--- config.mk ---
export PLATFORM = sky130hd
export DESIGN_NAME = spi_slave_regfile_flat
export DESIGN_NICKNAME = d
export VERILOG_FILES = /design/src/rtl/spi_slave_regfile_if.sv /design/src/rtl/spi_slave_regfile.sv /design/src/flat_wrapper.sv
export SDC_FILE = /design/constraint.sdc
export NUM_CORES = 1
export LEC_CHECK = 0
export ABC_AREA = 1
export CAP_MARGIN = 20
export CORE_MARGIN = 10
export CORE_UTILIZATION = 61
export DETAILED_ROUTE_END_ITERATION = 10
export PLACE_DENSITY = 0.8
export SYNTH_ARGS = -nofsm -noshare
export SYNTH_HDL_FRONTEND = slang
export SYNTH_SLANG_ARGS = --single-unit
--- constraint.sdc ---
create_clock -name sys_clk -period 3.4 [get_ports sys_clk]
set_clock_uncertainty 0.1 [all_clocks]
set_input_delay 0.68 -clock sys_clk [delete_from_list [all_inputs] [get_ports sys_clk]]
set_output_delay 0.68 -clock sys_clk [all_outputs]
set_load 0.005 [all_outputs]
--- src/rtl/spi_slave_regfile_if.sv ---
// rtl/spi_slave_regfile_if.sv - SPI pins and local read port of spi_slave_regfile
//
// Purpose: bundles the SPI pins and the local register read port.
// Signals:
//   spi_clk  SPI clock from master (mode 0), asynchronous to sys_clk
//   cs       chip select, active low, asynchronous
//   mosi     serial data master->slave, MSB first
//   miso     serial data slave->master, MSB first, registered
//   loc_addr local read-port address
//   loc_data combinational read data for loc_addr
//   wr_pulse one-cycle strobe per committed SPI write
//   busy     high while synchronized cs is low
// Modports: slave (the register file), master (SPI master / local reader).
interface spi_slave_regfile_if;
    logic       spi_clk;
    logic       cs;
    logic       mosi;
    logic       miso;
    logic [2:0] loc_addr;
    logic [7:0] loc_data;
    logic       wr_pulse;
    logic       busy;

    modport slave (
        input  spi_clk, cs, mosi, loc_addr,
        output miso, loc_data, wr_pulse, busy
    );

    modport master (
        output spi_clk, cs, mosi, loc_addr,
        input  miso, loc_data, wr_pulse, busy
    );
endinterface

--- src/rtl/spi_slave_regfile.sv ---
// rtl/spi_slave_regfile.sv - SPI mode-0 slave in front of a 7-entry register file plus write counter
//
// Purpose: oversamples an SPI mode-0 bus on sys_clk and services 16-clock
// transactions {rw,4'b0,addr[2:0]} + data byte. Regs 0-6 are read/write,
// addr 7 reads the committed-write counter (wcount) and ignores writes.
// Ports:
//   sys_clk  system clock, all logic on rising edge
//   rst      synchronous active-high reset
//   bus      spi_slave_regfile_if.slave (SPI pins, local read port, wr_pulse, busy)
module spi_slave_regfile #(
    parameter int CLK_DIV_MIN = 8
) (
    input  logic               sys_clk,
    input  logic               rst,
    spi_slave_regfile_if.slave bus
);

    if (CLK_DIV_MIN < 2) begin : g_param_check
        $error("CLK_DIV_MIN must be at least 2");
    end

    typedef enum logic [1:0] {S_IDLE, S_CMD, S_DATA, S_DONE} state_t;

    state_t      r_state;
    state_t      w_state_next;

    logic        r_sclk_meta, r_sclk_sync, r_sclk_prev;
    logic        r_cs_meta, r_cs_sync, r_cs_prev;
    logic        r_mosi_meta, r_mosi_sync;
    logic [1:0]  r_sync_vld;
    logic        r_cs_armed;

    logic [2:0]  r_bit_cnt;
    logic [7:0]  r_rx;
    logic [7:0]  r_tx;
    logic        r_rw;
    logic [2:0]  r_addr;
    logic [7:0]  r_regs [0:6];
    logic [7:0]  r_wcount;
    logic        r_wr_pulse;
    logic        r_miso;

    logic        w_sclk_rise, w_sclk_fall, w_cs_fall, w_cs_rise;
    logic        w_last_bit;
    logic [7:0]  w_rx_shift;
    logic [2:0]  w_cmd_addr;
    logic [7:0]  w_cmd_rd;
    logic [7:0]  w_loc_data;
    logic        w_commit;
    logic        w_miso_d;

    // Synchronizers. r_sync_vld marks when r_cs_sync holds a real pin sample
    // rather than its reset value; cs must be seen high after that before a
    // falling edge may start a transaction, so a transfer already in flight
    // when rst is released is never decoded.
    always_ff @(posedge sys_clk) begin
        if (rst) begin
            r_sclk_meta <= 1'b0;
            r_sclk_sync <= 1'b0;
            r_sclk_prev <= 1'b0;
            r_cs_meta   <= 1'b1;
            r_cs_sync   <= 1'b1;
            r_cs_prev   <= 1'b1;
            r_mosi_meta <= 1'b0;
            r_mosi_sync <= 1'b0;
            r_sync_vld  <= 2'b00;
            r_cs_armed  <= 1'b0;
        end else begin
            r_sclk_meta <= bus.spi_clk;
            r_sclk_sync <= r_sclk_meta;
            r_sclk_prev <= r_sclk_sync;
            r_cs_meta   <= bus.cs;
            r_cs_sync   <= r_cs_meta;
            r_cs_prev   <= r_cs_sync;
            r_mosi_meta <= bus.mosi;
            r_mosi_sync <= r_mosi_meta;
            r_sync_vld  <= {r_sync_vld[0], 1'b1};
            if (r_sync_vld[1] && r_cs_sync) begin
                r_cs_armed <= 1'b1;
            end
        end
    end

    assign w_sclk_rise = r_sclk_sync & ~r_sclk_prev;
    assign w_sclk_fall = ~r_sclk_sync & r_sclk_prev;
    assign w_cs_fall   = r_cs_armed & r_cs_prev & ~r_cs_sync;
    assign w_cs_rise   = r_cs_sync & ~r_cs_prev;
    assign w_last_bit  = (r_bit_cnt == 3'd7);
    assign w_rx_shift  = {r_rx[6:0], r_mosi_sync};
    assign w_cmd_addr  = w_rx_shift[2:0];

    always_comb begin
        w_cmd_rd = 8'h00;
        if (w_cmd_addr == 3'd7) begin
            w_cmd_rd = r_wcount;
        end else begin
            w_cmd_rd = r_regs[w_cmd_addr];
        end
    end

    always_comb begin
        w_loc_data = 8'h00;
        if (bus.loc_addr == 3'd7) begin
            w_loc_data = r_wcount;
        end else begin
            w_loc_data = r_regs[bus.loc_addr];
        end
    end

    // FSM: state register
    always_ff @(posedge sys_clk) begin
        if (rst) begin
            r_state <= S_IDLE;
        end else begin
            r_state <= w_state_next;
        end
    end

    // FSM: next state. A cs rising edge outranks any spi_clk edge in the same cycle.
    always_comb begin
        w_state_next = r_state;
        case (r_state)
            S_IDLE: begin
                if (w_cs_fall) w_state_next = S_CMD;
            end
            S_CMD: begin
                if (w_cs_rise)                      w_state_next = S_IDLE;
                else if (w_sclk_rise && w_last_bit) w_state_next = S_DATA;
            end
            S_DATA: begin
                if (w_cs_rise)                      w_state_next = S_IDLE;
                else if (w_sclk_rise && w_last_bit) w_state_next = S_DONE;
            end
            S_DONE: begin
                if (w_cs_rise) w_state_next = S_IDLE;
            end
            default: w_state_next = S_IDLE;
        endcase
    end

    // FSM: outputs (next values of the registered strobes)
    always_comb begin
        w_commit = 1'b0;
        w_miso_d = 1'b0;
        if (r_state == S_DATA && r_rw && w_sclk_rise && w_last_bit &&
            !w_cs_rise && r_addr != 3'd7) begin
            w_commit = 1'b1;
        end
        if (r_state == S_DATA && !r_rw && !r_cs_sync) begin
            w_miso_d = r_tx[7];
        end
    end

    // Datapath. The falling edge that ends the 8th command clock arrives
    // after tx was loaded; it is skipped (bit counter still 0) so bit 7 stays
    // on miso for the master's first data-phase rising edge.
    always_ff @(posedge sys_clk) begin
        if (rst) begin
            r_bit_cnt  <= 3'd0;
            r_rx       <= 8'h00;
            r_tx       <= 8'h00;
            r_rw       <= 1'b0;
            r_addr     <= 3'd0;
            r_wcount   <= 8'h00;
            r_wr_pulse <= 1'b0;
            r_miso     <= 1'b0;
            for (int i = 0; i < 7; i++) begin
                r_regs[i] <= 8'h00;
            end
        end else begin
            r_wr_pulse <= w_commit;
            r_miso     <= w_miso_d;
            case (r_state)
                S_IDLE: begin
                    if (w_cs_fall) begin
                        r_bit_cnt <= 3'd0;
                        r_rx      <= 8'h00;
                        r_tx      <= 8'h00;
                    end
                end
                S_CMD: begin
                    if (w_sclk_rise && !w_cs_rise) begin
                        r_rx      <= w_rx_shift;
                        r_bit_cnt <= r_bit_cnt + 3'd1;
                        if (w_last_bit) begin
                            r_rw   <= w_rx_shift[7];
                            r_addr <= w_cmd_addr;
                            r_tx   <= w_cmd_rd;
                        end
                    end
                end
                S_DATA: begin
                    if (!w_cs_rise) begin
                        if (w_sclk_rise) begin
                            r_rx      <= w_rx_shift;
                            r_bit_cnt <= r_bit_cnt + 3'd1;
                        end else if (w_sclk_fall && !r_rw && r_bit_cnt != 3'd0) begin
                            r_tx <= {r_tx[6:0], 1'b0};
                        end
                    end
                end
                default: ;
            endcase
            if (w_commit) begin
                r_regs[r_addr] <= w_rx_shift;
                r_wcount       <= r_wcount + 8'd1;
            end
        end
    end

    assign bus.miso     = r_miso;
    assign bus.wr_pulse = r_wr_pulse;
    assign bus.busy     = ~r_cs_sync;
    assign bus.loc_data = w_loc_data;

endmodule

--- src/flat_wrapper.sv ---
// flat-port wrapper written by rule: the top's interface ports become plain ports
module spi_slave_regfile_flat 
#(
    parameter int CLK_DIV_MIN = 8
)
  (sys_clk, rst, bus_spi_clk, bus_cs, bus_mosi, bus_loc_addr, bus_miso, bus_loc_data, bus_wr_pulse, bus_busy);
  spi_slave_regfile_if bus_i ();
  input  logic sys_clk;
  input  logic rst;
  input wire logic [$bits(bus_i.spi_clk)-1:0] bus_spi_clk;
  input wire logic [$bits(bus_i.cs)-1:0] bus_cs;
  input wire logic [$bits(bus_i.mosi)-1:0] bus_mosi;
  input wire logic [$bits(bus_i.loc_addr)-1:0] bus_loc_addr;
  output wire logic [$bits(bus_i.miso)-1:0] bus_miso;
  output wire logic [$bits(bus_i.loc_data)-1:0] bus_loc_data;
  output wire logic [$bits(bus_i.wr_pulse)-1:0] bus_wr_pulse;
  output wire logic [$bits(bus_i.busy)-1:0] bus_busy;
  assign bus_i.spi_clk = bus_spi_clk;
  assign bus_i.cs = bus_cs;
  assign bus_i.mosi = bus_mosi;
  assign bus_i.loc_addr = bus_loc_addr;
  assign bus_miso = bus_i.miso;
  assign bus_loc_data = bus_i.loc_data;
  assign bus_wr_pulse = bus_i.wr_pulse;
  assign bus_busy = bus_i.busy;
  spi_slave_regfile #(.CLK_DIV_MIN(CLK_DIV_MIN)) u_core (.sys_clk(sys_clk), .rst(rst), .bus(bus_i));
endmodule
==> flow_summary.yaml <==
worst_setup_path:
  cp_slowest_cell: "clkdlybuf4s50_1"
  crit_path_start_kind: "input port"
  path_common_cell: "clkdlybuf4s50_1"
  cp_cell_sequence: "clkdlybuf4s50_1 -> a31oi_1 -> a32o_1 -> clkdlybuf4s50_1"
  worstPathMaxFanout: 16
  cpPeakStageDelay_ps: 710
  crit_required_ps: 2620
  reg2reg_depth: 9
  crit_arrival_ps: 2410
  r2r_start: "u_core.r_state[0]"
  rrSetupSlack_ps: 310
  crit_type: "input port to output pin"
  crit_path_end_kind: "output pin"
  worstReg2RegEnd: "u_core.r_regs[2][3]"
route:
  postRouteAntennaNets: 0
  wl_per_cell_um: 16.4
  via_per_inst: 5.75
  initialDrtViolationCount: 607
  drt_wl_total_um: 13500
  route.detailed.drc: 0
  vias: 4730
  drt_pass1_iterations: 5
finish:
  final_cell_mix: "nand2_1, nor2_1, nand3_1"
  area_growth_pct: 8.73
  layout-drive-gt1-share: 0.0783
  final_common_cell: "nand2_1"
  n_antenna_cell: 0
  final_util: 0.673
  nNetsFinal: 727
  fillerInstances: 737
global_route:
  grt_pass1_wl_um: 22000
  antenna_found_initial: 0
  grt_util_all_layers: 0.211
  grt_max_degree: 41
  grt_pass1_vias: 4424
  grt_overflow: 0
clock_tree:
  clkLatencyLatePin_ps: 380
  htreeDepth: 3
  cts.sinks: 101
  clockBufferDepth: 2
  cts_setup_buffers: 0
  numCtsBuffers: 9
  cts-root-buf: "clkbuf_8"
  cts_resized: 0
  hold_buffers: 0
  clkTransAtPathRegs_ps: 110
  cts_tree: "built"
die:
  core_area_mm2: 0.00864
  die-area_mm2: 0.0129
  floorplan.initialDensity: 0.619
  rows: 34
  ios: 19
  dieHeight_um: 114
  chipWidth_um: 114
synthesis:
  yosysWarnings: 0
  synth_area_mm2: 0.00535
  yosysTopAreaCell: "edfxtp_1"
  synthCells: 706
  synth_area_leaders: "edfxtp_1, dfxtp_1, nand2_1, nand3_1, nor2_1"
  synth_nets: 723
  synth.distinct_cells: 38
  synth_top_area_share: 0.269
  ys_ff_latch: 101
  syn_avg_cell_area_um2: 7.58
  yosysSeqAreaShare: 0.468
pwr:
  peakVddDrop_mv: 0.449
  power_density_mw_per_mm2: 542
  leakagePower_nw: 2.49
run:
  cap_violations: 0
worst_hold_path:
  whs_path_depth: 2
  hold_start: "u_core.r_sclk_meta"
  hold_class: "flop to flop"
  min_to: "u_core.r_sclk_sync"
timing:
  maxSlewHeadroom: 0.595
  finalMaxSlewViolations: 0
  min_period_ps: 3190
  rsz0062_at_grt: "false"
  fin_crit_sh: 0.937
  finalHoldViolations: 0
  tightest_slew_ps: 604
  fin_tns_setup_ps: 0
  setup_violations: 0
  fmax_mhz: 314
placed_design:
  dp_hpwl_um: 9510
  portBuffers: 18
  place.gp.congestion: 0.993
outcome:
  status: "completed"
cell families after synthesis:
kind of cell | Yosys count | share of synthesized area
adders and majority gates | 9 | 0.0211
DFF | 101 | 0.468
xor gates and xnor gates | 2 | 0.00328
buffers and inverters | 102 | 0.0781
AOI/OAI and AO/OA | 87 | 0.0924
and+or+nand+nor | 405 | 0.337
flip-flops by register name (all words and copies together) (netlist names), 2 cells and up:
name               count
u_core.r_sync_vld      2
u_core.r_regs         56
u_core.r_bit_cnt       3
u_core.r_tx            8
u_core.r_rx            7
u_core.r_wcount        8
u_core.r_state         2
u_core.r_addr          3
power by group:
group          total [mW]  internal (mW)  leakage (nW)  switching (mW)
clock network       0.743          0.285        0.0984           0.459
logic               0.932          0.303          1.49           0.629
registers            1.47           1.37         0.905           0.106
total                3.15           1.96          2.49            1.19
metal layers:
metal	routed length [um]	GRT usage
met4	411	0.0914
met3	982	0.0399
met1	5560	0.266
met2	6560	0.346
met5	0	0
through the flow:
step	area [um^2]	setup WS (ps)	cells	total power, mW	hold slack (ps)
final	5820	213	823	3.15	313
after global routing	5820	102	823	3.33	333
after CTS	5780	214	821	3.11	316
after detailed placement	5590	216	805	2.40	299
after global placement	5590	279	805	2.37	289
after floorplan	5350	939	706	2.14	288
worst max path at each step:
| stage | startpoint | to | slack, ps |
|---|---|---|---|
| 3_5_place_dp | bus_loc_addr[2] | bus_loc_data[2] | 220 |
| 4_1_cts | bus_loc_addr[0] | bus_loc_data[2] | 210 |
| 2_1_floorplan | u_core.r_bit_cnt[0] | u_core.r_regs[2][0] | 940 |
| 5_1_grt | bus_loc_addr[2] | bus_loc_data[2] | 100 |
| 6_report | bus_loc_addr[2] | bus_loc_data[2] | 210 |
| 3_3_place_gp | bus_loc_addr[0] | bus_loc_data[2] | 280 |
critical path, delay by kind of cell:
family	cells	cell delay, ps
AOI/OAI and AO/OA	2	510
buffers and inverters	2	1210
cells in the mapped netlist:
cell type  number
o21ai_1         4
nand3_2         1
nor2_4          1
nor3_1         10
buf_2           8
nand2_4         6
nand4_4         2
nand2_2         5
nor2_8          1
nor3_4          1
a31oi_1         8
xor2_1          1
buf_12          1
clkbuf_2        1
a32o_1          8
buf_6           1
inv_1          59
dfxtp_1        53
nand3_4         2
or2_2           2
a21oi_1        36
clkbuf_1       21
nand2_1       230
inv_2           2
nor4_2          1
nor2_2          3
buf_1           6
nand4_1         1
o21ai_0        28
edfxtp_1       48
xnor2_1         1
a21boi_0        1
ha_1            9
clkinv_1        3
nor2_1         71
o31ai_1         1
nand3_1        68
a41oi_1         1
final cells by class:
cell class | instances | area, um^2 | share of cell area
Tap cell | 108 | 135 | 0.0232
Timing Repair Buffer | 31 | 323 | 0.0555
Inverter | 64 | 240 | 0.0413
Clock inverter | 7 | 62.6 | 0.0108
Sequential cell | 101 | 2500 | 0.430
Multi-Input combinational cell | 503 | 2430 | 0.418
Clock buffer | 9 | 124 | 0.0213
Note: power is estimated with default switching activity, not from simulation.
